### config.mk
export PLATFORM = sky130hd
export DESIGN_NAME = serial_subtractor4_flat
export DESIGN_NICKNAME = d
export VERILOG_FILES = /design/src/rtl/serial_subtractor4_if.sv /design/src/rtl/serial_subtractor4.sv /design/src/flat_wrapper.sv
export SDC_FILE = /design/constraint.sdc
export NUM_CORES = 1
export LEC_CHECK = 0
export CORE_MARGIN = 5
export CORE_UTILIZATION = 46
export DETAILED_ROUTE_END_ITERATION = 10
export HOLD_SLACK_MARGIN = 0.02
export PLACE_DENSITY = 0.73
export SLEW_MARGIN = 20
export SYNTH_ARGS = -nofsm -noshare
export SYNTH_HDL_FRONTEND = slang
export SYNTH_SLANG_ARGS = --single-unit
export TNS_END_PERCENT = 5
### constraint.sdc
create_clock -name clk -period 1.33 [get_ports clk]
set_input_delay 0.133 -clock clk [delete_from_list [all_inputs] [get_ports clk]]
set_output_delay 0.133 -clock clk [all_outputs]
set_load 0.03 [all_outputs]
### src/rtl/serial_subtractor4_if.sv
// Start/done handshake and result bus for the bit-serial subtractor.
interface serial_subtractor4_if #(
    parameter int unsigned WIDTH = 4
);
    logic             start;
    logic [WIDTH-1:0] a;
    logic [WIDTH-1:0] b;
    logic             bin;
    logic             busy;
    logic             done;
    logic [WIDTH-1:0] diff;
    logic             bout;
    logic             ovf;

    // Sequencer side: issues operands, observes status and result.
    modport master (
        output start, a, b, bin,
        input  busy, done, diff, bout, ovf
    );

    // Subtractor side.
    modport slave (
        input  start, a, b, bin,
        output busy, done, diff, bout, ovf
    );
endinterface

### src/rtl/serial_subtractor4.sv
// Bit-serial subtractor: a - b - bin, one bit per clock, LSB first.
// A single full-subtractor cell plus a borrow flop replaces WIDTH parallel cells.
// Result, borrow and overflow are registered and held until the next completion.
module serial_subtractor4 #(
    parameter int unsigned WIDTH = 4,
    parameter int unsigned CW    = 3   // 2**CW must exceed WIDTH
) (
    input logic                 clk,
    input logic                 rst_n,
    serial_subtractor4_if.slave bus
);

    localparam logic [CW-1:0] LastCnt = CW'(WIDTH - 1);

    typedef enum logic [1:0] {StIdle, StShift, StDone} state_e;

    state_e           state_q;
    logic [WIDTH-1:0] a_sh_q, b_sh_q, r_sh_q;
    logic             brw_q;
    logic [CW-1:0]    cnt_q;
    logic             a_msb_q, b_msb_q;
    logic             busy_q, done_q, bout_q, ovf_q;
    logic [WIDTH-1:0] diff_q;

    logic             x, y, d, brw_nxt;
    logic [WIDTH-1:0] r_nxt;

    // Full-subtractor cell on the current LSBs, and the result shifted in at the MSB.
    always_comb begin
        x       = a_sh_q[0];
        y       = b_sh_q[0];
        d       = x ^ y ^ brw_q;
        brw_nxt = (~x & y) | (~(x ^ y) & brw_q);
        r_nxt   = {d, r_sh_q[WIDTH-1:1]};
    end

    // Control FSM with datapath registers and registered outputs.
    always_ff @(posedge clk or negedge rst_n) begin
        if (!rst_n) begin
            state_q <= StIdle;
            a_sh_q  <= '0;
            b_sh_q  <= '0;
            r_sh_q  <= '0;
            brw_q   <= 1'b0;
            cnt_q   <= '0;
            a_msb_q <= 1'b0;
            b_msb_q <= 1'b0;
            busy_q  <= 1'b0;
            done_q  <= 1'b0;
            diff_q  <= '0;
            bout_q  <= 1'b0;
            ovf_q   <= 1'b0;
        end else begin
            unique case (state_q)
                StIdle: begin
                    if (bus.start) begin
                        a_sh_q  <= bus.a;
                        b_sh_q  <= bus.b;
                        brw_q   <= bus.bin;
                        cnt_q   <= '0;
                        r_sh_q  <= '0;
                        a_msb_q <= bus.a[WIDTH-1];
                        b_msb_q <= bus.b[WIDTH-1];
                        busy_q  <= 1'b1;
                        state_q <= StShift;
                    end
                end
                StShift: begin
                    a_sh_q <= a_sh_q >> 1;
                    b_sh_q <= b_sh_q >> 1;
                    brw_q  <= brw_nxt;
                    r_sh_q <= r_nxt;
                    cnt_q  <= cnt_q + 1'b1;
                    if (cnt_q == LastCnt) begin
                        diff_q  <= r_nxt;
                        bout_q  <= brw_nxt;
                        // Sign test uses the captured operand MSBs only; bin plays no part.
                        ovf_q   <= (a_msb_q != b_msb_q) && (r_nxt[WIDTH-1] != a_msb_q);
                        done_q  <= 1'b1;
                        state_q <= StDone;
                    end
                end
                StDone: begin
                    done_q  <= 1'b0;
                    busy_q  <= 1'b0;
                    state_q <= StIdle;
                end
                default: begin
                    state_q <= StIdle;
                end
            endcase
        end
    end

    assign bus.busy = busy_q;
    assign bus.done = done_q;
    assign bus.diff = diff_q;
    assign bus.bout = bout_q;
    assign bus.ovf  = ovf_q;

endmodule
### src/flat_wrapper.sv
// flat-port wrapper written by rule: the top's interface ports become plain ports
module serial_subtractor4_flat 
#(
    parameter int unsigned WIDTH = 4,
    parameter int unsigned CW    = 3                             
)
  (clk, rst_n, bus_start, bus_a, bus_b, bus_bin, bus_busy, bus_done, bus_diff, bus_bout, bus_ovf);
  serial_subtractor4_if #(.WIDTH(WIDTH)) bus_i ();
  input logic clk;
  input logic rst_n;
  input wire logic [$bits(bus_i.start)-1:0] bus_start;
  input wire logic [$bits(bus_i.a)-1:0] bus_a;
  input wire logic [$bits(bus_i.b)-1:0] bus_b;
  input wire logic [$bits(bus_i.bin)-1:0] bus_bin;
  output wire logic [$bits(bus_i.busy)-1:0] bus_busy;
  output wire logic [$bits(bus_i.done)-1:0] bus_done;
  output wire logic [$bits(bus_i.diff)-1:0] bus_diff;
  output wire logic [$bits(bus_i.bout)-1:0] bus_bout;
  output wire logic [$bits(bus_i.ovf)-1:0] bus_ovf;
  assign bus_i.start = bus_start;
  assign bus_i.a = bus_a;
  assign bus_i.b = bus_b;
  assign bus_i.bin = bus_bin;
  assign bus_busy = bus_i.busy;
  assign bus_done = bus_i.done;
  assign bus_diff = bus_i.diff;
  assign bus_bout = bus_i.bout;
  assign bus_ovf = bus_i.ovf;
  serial_subtractor4 #(.WIDTH(WIDTH), .CW(CW)) u_core (.clk(clk), .rst_n(rst_n), .bus(bus_i));
endmodule
==> flow_summary.json <==
{
  "status": "finished with violations",
  "setup-tns-final_ns": -0.247,
  "crit_fanout": 3,
  "core.rowCount": 18,
  "drtAntennaViolNets": 0,
  "regToRegStartpoint": "u_core.b_sh_q[0]$_DFFE_PN0P_",
  "synth_fp_nets": 117,
  "violations": "setup timing",
  "hp-class": "primary input to async pin",
  "route.final.wire_length_um": 2410,
  "place_congestion": 0.798,
  "r2r_cells": 4,
  "antenna_cells": 0,
  "start_util_pct": 47.2,
  "p_int_mw": 2.14,
  "clk_pin_slew_ns": 0.14,
  "gr-total-overflow": 0,
  "grt_pass1_wl_um": 4360,
  "area_delta_synth_final_pct": 33.9,
  "grt_pass1_vias": 989,
  "maxCapViolations": 0,
  "clock_path_buffers": 2,
  "rsz0062_at_grt": "true",
  "worstReg2RegEnd": "u_core.bus.diff[3]$_DFFE_PN0P_",
  "pwr-share-clk_pct": 10.1,
  "die_w_um": 60.0,
  "track_usage_pct": 16.4,
  "ys_types": 23,
  "via_per_inst": 5.31,
  "drtPass1Iterations": 4,
  "grt_start_max_net_pins": 28,
  "dieArea_um2": 3600,
  "seqPwrFrac_pct": 41.4,
  "endpoint_kind": "register",
  "fin_crit_sh_pct": 108,
  "clk_latency_ns": 0.32,
  "worstMarginPinSlew_ns": 0.374,
  "cts-root-buf": "clkbuf_4",
  "crit_start": "u_core.b_sh_q[0]$_DFFE_PN0P_",
  "io-pin-count": 20,
  "maxSlewHeadroom_pct": 75.1,
  "cp.depth": 4,
  "vias": 887,
  "yosysMostFrequentCell": "dfrtp_1",
  "nNetsFinal": 153,
  "hold_viol": 0,
  "worstPathArrival_ns": 1.66,
  "synthCells": 102,
  "setup_slack_ns": -0.102,
  "synth_edf_count": 0,
  "start_kind": "register",
  "hold_buffers": 0,
  "pre_cts_ws_ns": -0.127,
  "critPathTopFamily": "adder cells",
  "synthArstFlopShare_pct": 100,
  "post_drt_wl_per_cell_um": 14.4,
  "final_core_util_pct": 63.2,
  "post-route-drc-count": 0,
  "port_buffers": 19,
  "critical_path_class": "register to register",
  "skew_ns": 0.00486,
  "max_freq_mhz": 698,
  "crit_buf_inv": 2,
  "switching_share_pct": 38.3,
  "power_density_nw_per_um2": 2250,
  "cts_made_buffers": 3,
  "ir_drop_uv": 1170,
  "drt_iter0_markers": 18,
  "final_max_slew_viol_count": 0,
  "max_stage_delay_ns": 0.45,
  "h-tree-depth": 1,
  "synthTopCellsByArea": "dfrtp_1, mux2_2, o21ai_0",
  "syn_avg_cell_area_um2": 11.3,
  "netlist_area_um2": 1150,
  "netlist.area_leader.share_pct": 58.8,
  "cts_num_sinks": 27,
  "antenna_found_initial": 0,
  "crit_required_ns": 1.56,
  "pwr-share-comb_pct": 48.4,
  "cts_tree": "built",
  "switchingPower_mw": 1.33,
  "post-route-min-period_ns": 1.43,
  "ys_ff_latch": 27,
  "leakagePower_nw": 0.740,
  "crit_chain": "inv_2, fa_2, buf_4, mux2_4",
  "fp.coreArea_um2": 2430,
  "finalSetupViolCount": 6,
  "yosysWarnings": 0,
  "drive_above_1_share_pct": 25.5,
  "yosys-top-cells-count": "dfrtp_1, nand2_1, o21ai_0",
  "yosys.area.top_type": "dfrtp_1",
  "yosys_most_used_dff": "dfrtp_1",
  "rrSetupSlack_ns": -0.10,
  "die_h_um": 60.0,
  "yosysSeqAreaShare_pct": 58.8,
  "dp_hpwl_um": 1840,
  "cp_slowest_cell": "fa_2"
}
[area by class of cell]
class	count	area, um2
clock buffer	3	22.5
tap	30	37.5
fill	225	895
sequential	27	676
timing repair buffer	35	300
multi-input combinational	64	470
inverter	7	26.3
clock inverter	1	5.00
[cells by family (layout without fill, tap and decap cells)]
logic type / count (synthesis) / count (layout) / share of synthesized area [%]
compound gates: 31 / 31 / 17.0
fa+ha+maj: 3 / 3 / 3.92
buf+inv: 11 / 46 / 4.14
flops: 27 / 27 / 58.8
mux: 6 / 6 / 5.88
simple gates: 24 / 24 / 10.2
[registers in the layout (all words and copies together), names as in the netlist, 2 cells and up]
register,cells
u_core.state_q,2
u_core.cnt_q,3
u_core.bus.diff,4
u_core.r_sh_q,3
u_core.a_sh_q,4
u_core.b_sh_q,4
[routing by layer]
metal | global-route usage (%) | vias to the layer above | share of wire (%)
met5 | 0 | - | 0
met4 | 8.86 | 0 | 2.7
met1 | 20.9 | 430 | 45
li1 | - | 428 | -
met3 | 3.67 | 6 | 5.0
met2 | 25.6 | 23 | 47
[power by group through the flow]
stage / Combinational (mW) / Clock, mW / Sequential (mW)
3_3_place_gp: 1.55 / 0 / 1.41
4_1_cts: 1.59 / 0.365 / 1.43
6_report: 1.68 / 0.351 / 1.44
3_5_place_dp: 1.61 / 0 / 1.45
5_1_grt: 1.87 / 0.407 / 1.48
2_1_floorplan: 0.817 / 0 / 1.55
[cell usage in the layout (no fill, tap or decap), drive strengths merged, types with 4 or more instances in the layout]
master          n
a22o            5
mux2            6
a22oi           5
nand2          14
o21ai          13
dfrtp          27
buf            16
a21oi           4
nor2            4
clkdlybuf4s50  11
dlygate4sd2     8
inv             7
[timing repair]
item	in CTS	in global routing
pin swaps	2	3
buffers inserted	0	1
endpoints found under the setup margin	13	12
cloned	0	0
gates resized for setup	14	5
[per-stage QoR]
step	power, mW	area [um2]	cells	hold slack, ns
after CTS	3.38	1510	166	0.161
after global placement	2.96	1480	162	0.460
after floorplan	2.37	1160	102	-0.163
after detailed placement	3.06	1480	162	0.472
final	3.47	1540	167	0.160
after global routing	3.76	1540	167	0.165
[how the worst max path moves through the flow]
stage	to	slack [ns]
after global placement	u_core.bus.ovf$_DFFE_PN0P_	-0.05
after CTS	u_core.bus.ovf$_DFFE_PN0P_	-0.09
after detailed placement	u_core.bus.ovf$_DFFE_PN0P_	-0.13
final	u_core.bus.diff[3]$_DFFE_PN0P_	-0.10
after global routing	u_core.bus.ovf$_DFFE_PN0P_	-0.16
after floorplan	u_core.bus.ovf$_DFFE_PN0P_	-0.02
No activity file was read; power rests on OpenSTA's default activity.
